File: src/rtl/logic_pkg.sv
// -----------------------------------------------------------------------------
// logic_pkg
// Shared definitions for the pipelined bitwise logic unit.
//   lu_op_t  : 3-bit opcode enumeration (all eight codes are defined)
//   lu_eval  : single-bit evaluation of an opcode; callers apply it across
//              their own WIDTH, so the package stays width-agnostic.
// -----------------------------------------------------------------------------
package logic_pkg;

  localparam int LU_OP_W = 3;

  typedef enum logic [LU_OP_W-1:0] {
    LU_AND  = 3'd0,
    LU_OR   = 3'd1,
    LU_NOT  = 3'd2,
    LU_NAND = 3'd3,
    LU_NOR  = 3'd4,
    LU_XOR  = 3'd5,
    LU_XNOR = 3'd6,
    LU_PASS = 3'd7
  } lu_op_t;

  // Bitwise ops have no carries, so evaluating one bit position at a time
  // lets any WIDTH reuse this function without width-dependent arguments.
  function automatic logic lu_eval(input lu_op_t op, input logic a, input logic b);
    logic r;
    case (op)
      LU_AND:  r = a & b;
      LU_OR:   r = a | b;
      LU_NOT:  r = ~a;
      LU_NAND: r = ~(a & b);
      LU_NOR:  r = ~(a | b);
      LU_XOR:  r = a ^ b;
      LU_XNOR: r = ~(a ^ b);
      default: r = b;  // LU_PASS
    endcase
    return r;
  endfunction

endpackage

File: src/rtl/logic_unit_comb.sv
// -----------------------------------------------------------------------------
// logic_unit_comb
// Purely combinational opcode evaluation plus result flags.
// Ports:
//   op      in   lu_op_t  opcode
//   a, b    in   WIDTH    operands
//   result  out  WIDTH    bitwise result
//   zero    out  1        result == 0
//   parity  out  1        XOR-reduction of result
// -----------------------------------------------------------------------------
module logic_unit_comb
  import logic_pkg::*;
#(
  parameter int WIDTH = 8
) (
  input  lu_op_t             op,
  input  logic [WIDTH-1:0]   a,
  input  logic [WIDTH-1:0]   b,
  output logic [WIDTH-1:0]   result,
  output logic               zero,
  output logic               parity
);

  always_comb begin
    result = '0;
    for (int i = 0; i < WIDTH; i++) begin
      result[i] = lu_eval(op, a[i], b[i]);
    end
    zero   = (result == '0);
    parity = ^result;
  end

endmodule

File: src/rtl/logic_unit_pipe.sv
// -----------------------------------------------------------------------------
// logic_unit_pipe
// Two-stage pipelined bitwise logic unit with valid/ready on both sides.
// S1 registers the operand beat, S2 registers the evaluated result and flags.
// Ports:
//   clk, rst_n                 clock, asynchronous active-low reset
//   in_valid/in_ready          operand handshake
//   in_op, in_a, in_b          opcode and operands
//   out_valid/out_ready        result handshake
//   out_result, out_op         result and the opcode that produced it
//   out_zero, out_parity       result == 0, XOR-reduction of result
// -----------------------------------------------------------------------------
module logic_unit_pipe
  import logic_pkg::*;
#(
  parameter int               WIDTH      = 8,
  parameter logic [WIDTH-1:0] RESET_DATA = '0
) (
  input  logic             clk,
  input  logic             rst_n,
  input  logic             in_valid,
  output logic             in_ready,
  input  logic [2:0]       in_op,
  input  logic [WIDTH-1:0] in_a,
  input  logic [WIDTH-1:0] in_b,
  output logic             out_valid,
  input  logic             out_ready,
  output logic [WIDTH-1:0] out_result,
  output logic [2:0]       out_op,
  output logic             out_zero,
  output logic             out_parity
);

  localparam logic RESET_ZERO   = (RESET_DATA == '0);
  localparam logic RESET_PARITY = ^RESET_DATA;

  logic             s1_valid_q, s1_valid_d;
  lu_op_t           s1_op_q,    s1_op_d;
  logic [WIDTH-1:0] s1_a_q,     s1_a_d;
  logic [WIDTH-1:0] s1_b_q,     s1_b_d;

  logic             s2_valid_q,  s2_valid_d;
  lu_op_t           s2_op_q,     s2_op_d;
  logic [WIDTH-1:0] s2_result_q, s2_result_d;
  logic             s2_zero_q,   s2_zero_d;
  logic             s2_parity_q, s2_parity_d;

  logic             s1_en, s2_en;
  logic [WIDTH-1:0] comb_result;
  logic             comb_zero, comb_parity;

  // ---- S1 -> S2 boundary: evaluation between the two register stages ----
  logic_unit_comb #(.WIDTH(WIDTH)) u_comb (
    .op     (s1_op_q),
    .a      (s1_a_q),
    .b      (s1_b_q),
    .result (comb_result),
    .zero   (comb_zero),
    .parity (comb_parity)
  );

  always_comb begin
    // A stage may load whenever it is empty or its contents move on, so
    // bubbles collapse even while the consumer is stalled.
    s2_en    = !s2_valid_q || out_ready;
    s1_en    = !s1_valid_q || s2_en;
    in_ready = s1_en;

    // ---- input -> S1 ----
    s1_valid_d = s1_en ? in_valid : s1_valid_q;
    s1_op_d    = s1_op_q;
    s1_a_d     = s1_a_q;
    s1_b_d     = s1_b_q;
    if (s1_en && in_valid) begin
      s1_op_d = lu_op_t'(in_op);
      s1_a_d  = in_a;
      s1_b_d  = in_b;
    end

    // ---- S1 -> S2 ----
    s2_valid_d  = s2_en ? s1_valid_q : s2_valid_q;
    s2_op_d     = s2_op_q;
    s2_result_d = s2_result_q;
    s2_zero_d   = s2_zero_q;
    s2_parity_d = s2_parity_q;
    if (s2_en && s1_valid_q) begin
      s2_op_d     = s1_op_q;
      s2_result_d = comb_result;
      s2_zero_d   = comb_zero;
      s2_parity_d = comb_parity;
    end
  end

  always_ff @(posedge clk or negedge rst_n) begin
    if (!rst_n) begin
      s1_valid_q  <= 1'b0;
      s1_op_q     <= LU_AND;
      s1_a_q      <= RESET_DATA;
      s1_b_q      <= RESET_DATA;
      s2_valid_q  <= 1'b0;
      s2_op_q     <= LU_AND;
      s2_result_q <= RESET_DATA;
      s2_zero_q   <= RESET_ZERO;
      s2_parity_q <= RESET_PARITY;
    end else begin
      s1_valid_q  <= s1_valid_d;
      s1_op_q     <= s1_op_d;
      s1_a_q      <= s1_a_d;
      s1_b_q      <= s1_b_d;
      s2_valid_q  <= s2_valid_d;
      s2_op_q     <= s2_op_d;
      s2_result_q <= s2_result_d;
      s2_zero_q   <= s2_zero_d;
      s2_parity_q <= s2_parity_d;
    end
  end

  // ---- S2 -> output ----
  assign out_valid  = s2_valid_q;
  assign out_result = s2_result_q;
  assign out_op     = s2_op_q;
  assign out_zero   = s2_zero_q;
  assign out_parity = s2_parity_q;

endmodule

File: config.mk
export PLATFORM = sky130hd
export DESIGN_NAME = logic_unit_pipe
export DESIGN_NICKNAME = d
export VERILOG_FILES = /design/src/rtl/logic_pkg.sv /design/src/rtl/logic_unit_comb.sv /design/src/rtl/logic_unit_pipe.sv
export SDC_FILE = /design/constraint.sdc
export NUM_CORES = 1
export LEC_CHECK = 0
export ABC_AREA = 1
export BUFFER_PORTS_ARGS = -buffer_cell sky130_fd_sc_hd__buf_2
export CORE_ASPECT_RATIO = 0.75
export CORE_MARGIN = 3
export CORE_UTILIZATION = 63
export CTS_BUF_LIST = sky130_fd_sc_hd__clkbuf_8
export CTS_CLUSTER_SIZE = 24
export DETAILED_ROUTE_END_ITERATION = 8
export GPL_TIMING_DRIVEN = 1
export PLACE_DENSITY = 0.86
export RECOVER_POWER = 25
export SYNTH_ARGS = -nofsm -noshare
export SYNTH_HDL_FRONTEND = slang
export SYNTH_SLANG_ARGS = --single-unit
File: constraint.sdc
create_clock -name clk -period 5.3 [get_ports clk]
set_input_delay 0.53 -clock clk [delete_from_list [all_inputs] [get_ports clk]]
set_output_delay 0.53 -clock clk [all_outputs]
set_load 0.01 [all_outputs]
**Word level (Yosys, flattened, before mapping)**

Cells that the tools add are included.
W data, S select, Z words.

- Register bits: 34
- Latch bits: 0
- Bits in writable memories: 0
- Memory bits (read-only): 0
- Input bits: 23
- Output and inout port bits: 15
- Word-level logic and storage cells: 88
- Memories: 0

- Add/subtract/negate cells: 0
- Multipliers: 0
- Div/mod/pow operators: 0
- Order comparisons: 0
- Equal/unequal tests: 6
- Shift operators: 0
- Muxes and demuxes: 8
- Bitwise operators: 56
- Reductions and logical operators: 9

Operator list:

| kind | number |
|---|---|
| $pmux W1 S7 | 8 |
| $not A1 Y1 | 32 |
| $eq A3 B3 Y1 const B | 3 |
| $and A1 B1 Y1 | 8 |
| $logic_not A8 Y1 | 1 |
| $or A1 B1 Y1 | 8 |
| $reduce_xor A8 Y1 | 1 |
| $xor A1 B1 Y1 | 8 |
| $eq A3 B2 Y1 const B | 2 |
| $eq A3 B1 Y1 const B | 1 |
| $logic_not A3 Y1 | 1 |
| $logic_and A1 B1 Y1 | 2 |
| $logic_not A1 Y1 | 2 |
| $logic_or A1 B1 Y1 | 2 |

**Depth between registers and ports, before layout**

- Word-level depth: 4
- Depth in mapped cells: 12
- Depth with buffers taken out: 12

**By module**

From an unflattened synthesis, not the netlist that was laid out.

- Cells, all modules: 401
- Area, all modules: 2601.2 um^2

Modules (own cells, without submodules):

| module | times used | cells an instance | area each (um^2) | sequential area each (um^2) |
|---|---|---|---|---|
| logic_unit_pipe | 1 | 146 | 1337.5 | 852.1 |
| logic_unit_comb | 1 | 255 | 1263.7 | 0.0 |

**Worst setup path before layout**

No wires, ideal clock.

- Kind: reg2reg
- Start point: register s1_op_q[1]
- End point: register s2_parity_q (netlist: out_parity)
- Library setup time: 0.135 ns
- Arrival: 1.836 ns
- Data required time: 5.165 ns
- Slack: 3.329 ns
- Cell stages (with the launch flop): 12
- Buffers on the path: 1
- Clock period less this slack: 1.971 ns
- Cell sequence: dfrtp_1 -> nor2_1 -> buf_2 -> nand3_1 -> nand2_1 -> nor2_1 -> nand2_1 -> nand2_1 -> ha_1 -> xnor2_1 -> xnor2_1 -> o21ai_0

- Word-level cells in the longest chain between the ends: 3
- Elaborated cells on any way between the ends: 16
- Those cells by class: 6 x eq/ne; 8 x mux; 2 x reduce/logical

RTL lines:

| item | line | text |
|---|---|---|
| start: declaration | logic_unit_pipe.sv:38 | `lu_op_t s1_op_q, s1_op_d;` |
| start signal: assignment | logic_unit_pipe.sv:107 | `s1_op_q <= s1_op_d;` |
| $eq A3 B3 Y1 (tied with other cells) | logic_pkg.sv:27 | `case (op)` |
| $pmux W1 S7 | logic_pkg.sv:27 |  |
| $reduce_xor A8 Y1 * | logic_unit_comb.sv:30 | `parity = ^result;` |
| end signal: assignment | logic_unit_pipe.sv:114 | `s2_parity_q <= s2_parity_d;` |
| end: declaration | logic_unit_pipe.sv:46 | `logic s2_parity_q, s2_parity_d;` |

Every way passes the cells marked *; elsewhere a longest branch is shown, timed or not.
A chain may end at the register's enable or synchronous reset.

**Final worst setup path**

- Start point: register s1_op_q[2]
- End point: register s2_parity_q (netlist: out_parity)

The elaborated chain is that of the path after synthesis.

==> flow_summary.toml <==
[status]
status = "complete, but fails checks"
violations = "capacitance limit, slew limit"

[timing]
worst_slew_pin_slew_ns = 1.79
rsz0062_at_grt = "no"
skew_ns = 0.00294
hold_violations = 0
timing.fmax_ghz = 0.315
fin_crit_ns = 3.17
fin_setup_tns_ns = 0
slew_violations = 35
hold_ws_ns = 0.477
setup_violations = 0
post-route-period-util_pct = 59.9
relSlewSlack_pct = -19.4

[finish]
stdcell_area_um2 = 2560
insertedDiodeCount = 0
fin_nets = 403
area_growth_pct = 11.6
multi_input_area_um2 = 1200
register_area_um2 = 852
fillers = 279
drive_above_1_share_pct = 13.3

[critical_path]
startpoint = "s1_op_q[2]"
path_class = "register to register"
crit_fanout = 27
timing.rr.start = "s1_op_q[2]"
end_kind = "register"
start_kind = "register"
cp.required_ns = 5.46
crit_arrival_ns = 3.33

[power_and_ir_drop]
irDropWorstVdd_mv = 0.292
p_total_uw = 983
p_leak_nw = 1.49
power_density_nw_per_um2 = 384

[placed_design]
gp_congestion = 0.923
port-buffer-count = 37
dpl.hpwl_um = 3600
postPlaceCellArea_um2 = 2470

[global_route]
grt_overflow = 0
grt_max_degree = 40
antenna_found_initial = 0
grt_pass1_vias = 1987
grt_pass1_wl_um = 8400
track_usage_pct = 25.2

[route]
vias_per_cell = 5.37
ant_nets = 0
dr.pass1.iters = 5
vias = 2207
routedWlPerCell_um = 12.5
drc = 0
wirelength_um = 5140
initialDrtViolationCount = 154

[logic_synthesis]
syn_nets = 374
ys_warn_count = 0
yosysUniqueCellTypes = 17
synth_cells = 331
synth_seq_cells = 34
yosysSeqAreaShare_pct = 37.1
netlist_area_um2 = 2290
synth_top_area_share_pct = 36.0
avgSynthCellArea_um2 = 6.93
synth.top_cells.by_area = "dfrtp_1 (36%), nand2_1 (15%), ha_1 (11%), nand3_1 (10%), inv_1 (7.2%)"
synth_top_area_cell = "dfrtp_1"

[cts]
clock-sinks = 34
clk_latency_ns = 0.29
clk_pin_slew_worst_paths_ns = 0.07
cts_tree = "built"
cts_buffers = 5
post_cts_buffers = 0
cts.path.max_buffers = 2
cts_root_buffer = "clkbuf_8"
postCtsHoldBufs = 0
cts_resized = 0
cts_max_level = 2

[floorplanning]
dieWidth_um = 75.7
start_util_pct = 67.5
placementRows = 18
die_h_um = 58.3
core_area_um2 = 3400
die_area_um2 = 4410
ios = 38

[min_path]
hp-start = "in_a[5]"
hold_class = "primary input to register"

[flow_run]
max_cap_viol_count = 1
-- cell usage in the layout, fill, tap and decap left out --
master | synthesis | routed
o21ai_0 | 5 | 5
a21oi_1 | 19 | 19
nor2_2 | 3 | 3
nor2_1 | 37 | 37
clkbuf_1 | 7 | 1
dfstp_2 | 1 | 1
inv_1 | 44 | 45
clkinv_2 | 0 | 1
clkbuf_8 | 0 | 6
dfrtp_1 | 33 | 33
buf_2 | 6 | 36
nand2_1 | 92 | 92
ha_1 | 20 | 20
clkinv_1 | 1 | 1
xnor2_1 | 3 | 3
nand4_1 | 9 | 9
nand3_1 | 48 | 48
nand2_2 | 1 | 1
-- final timing paths --
kind	endpoint	slack [ns]	depth (start not counted)
hold / removal	s1_a_q[5]	0.48	3
min in group asynchronous	s1_a_q[7]	0.70	1
hold reg to reg	out_result[1]	0.48	2
setup / recovery	out_parity	2.13	10
max in group asynchronous	s1_a_q[2]	3.55	1
setup reg to reg	out_parity	2.13	10
-- final cells by class --
class,count,area share [%]
multi-input cells,237,46.9
flip-flops and latches,34,33.3
repair buffers,37,7.18
inverters,45,6.60
clock buffers,6,3.22
well taps,50,2.44
clock inverters,2,0.342
-- power breakdown --
part,total (mW),internal [mW],switching (mW)
combinational,0.416,0.164,0.252
clock,0.197,0.103,0.0944
sequential,0.370,0.323,0.0467
-- critical path, cell delays in order (launching register included) --
cell and delay [ns]:
dfrtp_1 0.90, clkinv_1 0.86, nand3_1 0.31, nand2_1 0.08
nor2_1 0.10, nand2_1 0.08, nand2_1 0.07, ha_1 0.24
xnor2_1 0.19, xnor2_1 0.13, o21ai_0 0.08
-- per-stage QoR --
step                      instances  utilization (%)  worst slack (ns)
final                           411             75.3              2.13
after global routing            411             75.3              1.88
after detailed placement        403             72.7              2.20
after CTS                       411             75.3              2.19
after global placement          403             72.7              2.29
after floorplan                 331                -              3.33
-- kinds of logic after synthesis --
logic type               share of synthesized area [%]
AO/OA/AOI/OAI                                     5.23
buffers and inverters                             10.5
adder cells (fa/ha/maj)                           10.9
XOR/XNOR                                          1.15
flip-flops                                        37.1
AND/OR/NAND/NOR                                   35.1
-- synthesized netlist by cell type (all sizes together) --
cell type,n
dfstp,1
dfrtp,33
nand3,48
clkinv,1
ha,20
inv,44
o21ai,5
nand2,93
nand4,9
a21oi,19
clkbuf,7
nor2,40
xnor2,3
buf,8
-- routing by layer --
metal  routed length, um  part of all wire (%)  GRT usage, %
met5                   0                     0             0
met4                 138                   2.7          13.5
met3                 402                   7.8          5.20
met2                2390                    46          40.1
met1                2220                    43          31.9
-- state kept, by name, summed over array words and instances, names as in the netlist --
name	cells
s1_valid_q	1
out_zero	1
s1_b_q	8
out_result	8
s1_a_q	8
out_op	3
out_parity	1
out_valid	1
s1_op_q	3
(Power assumes the default switching activity.)
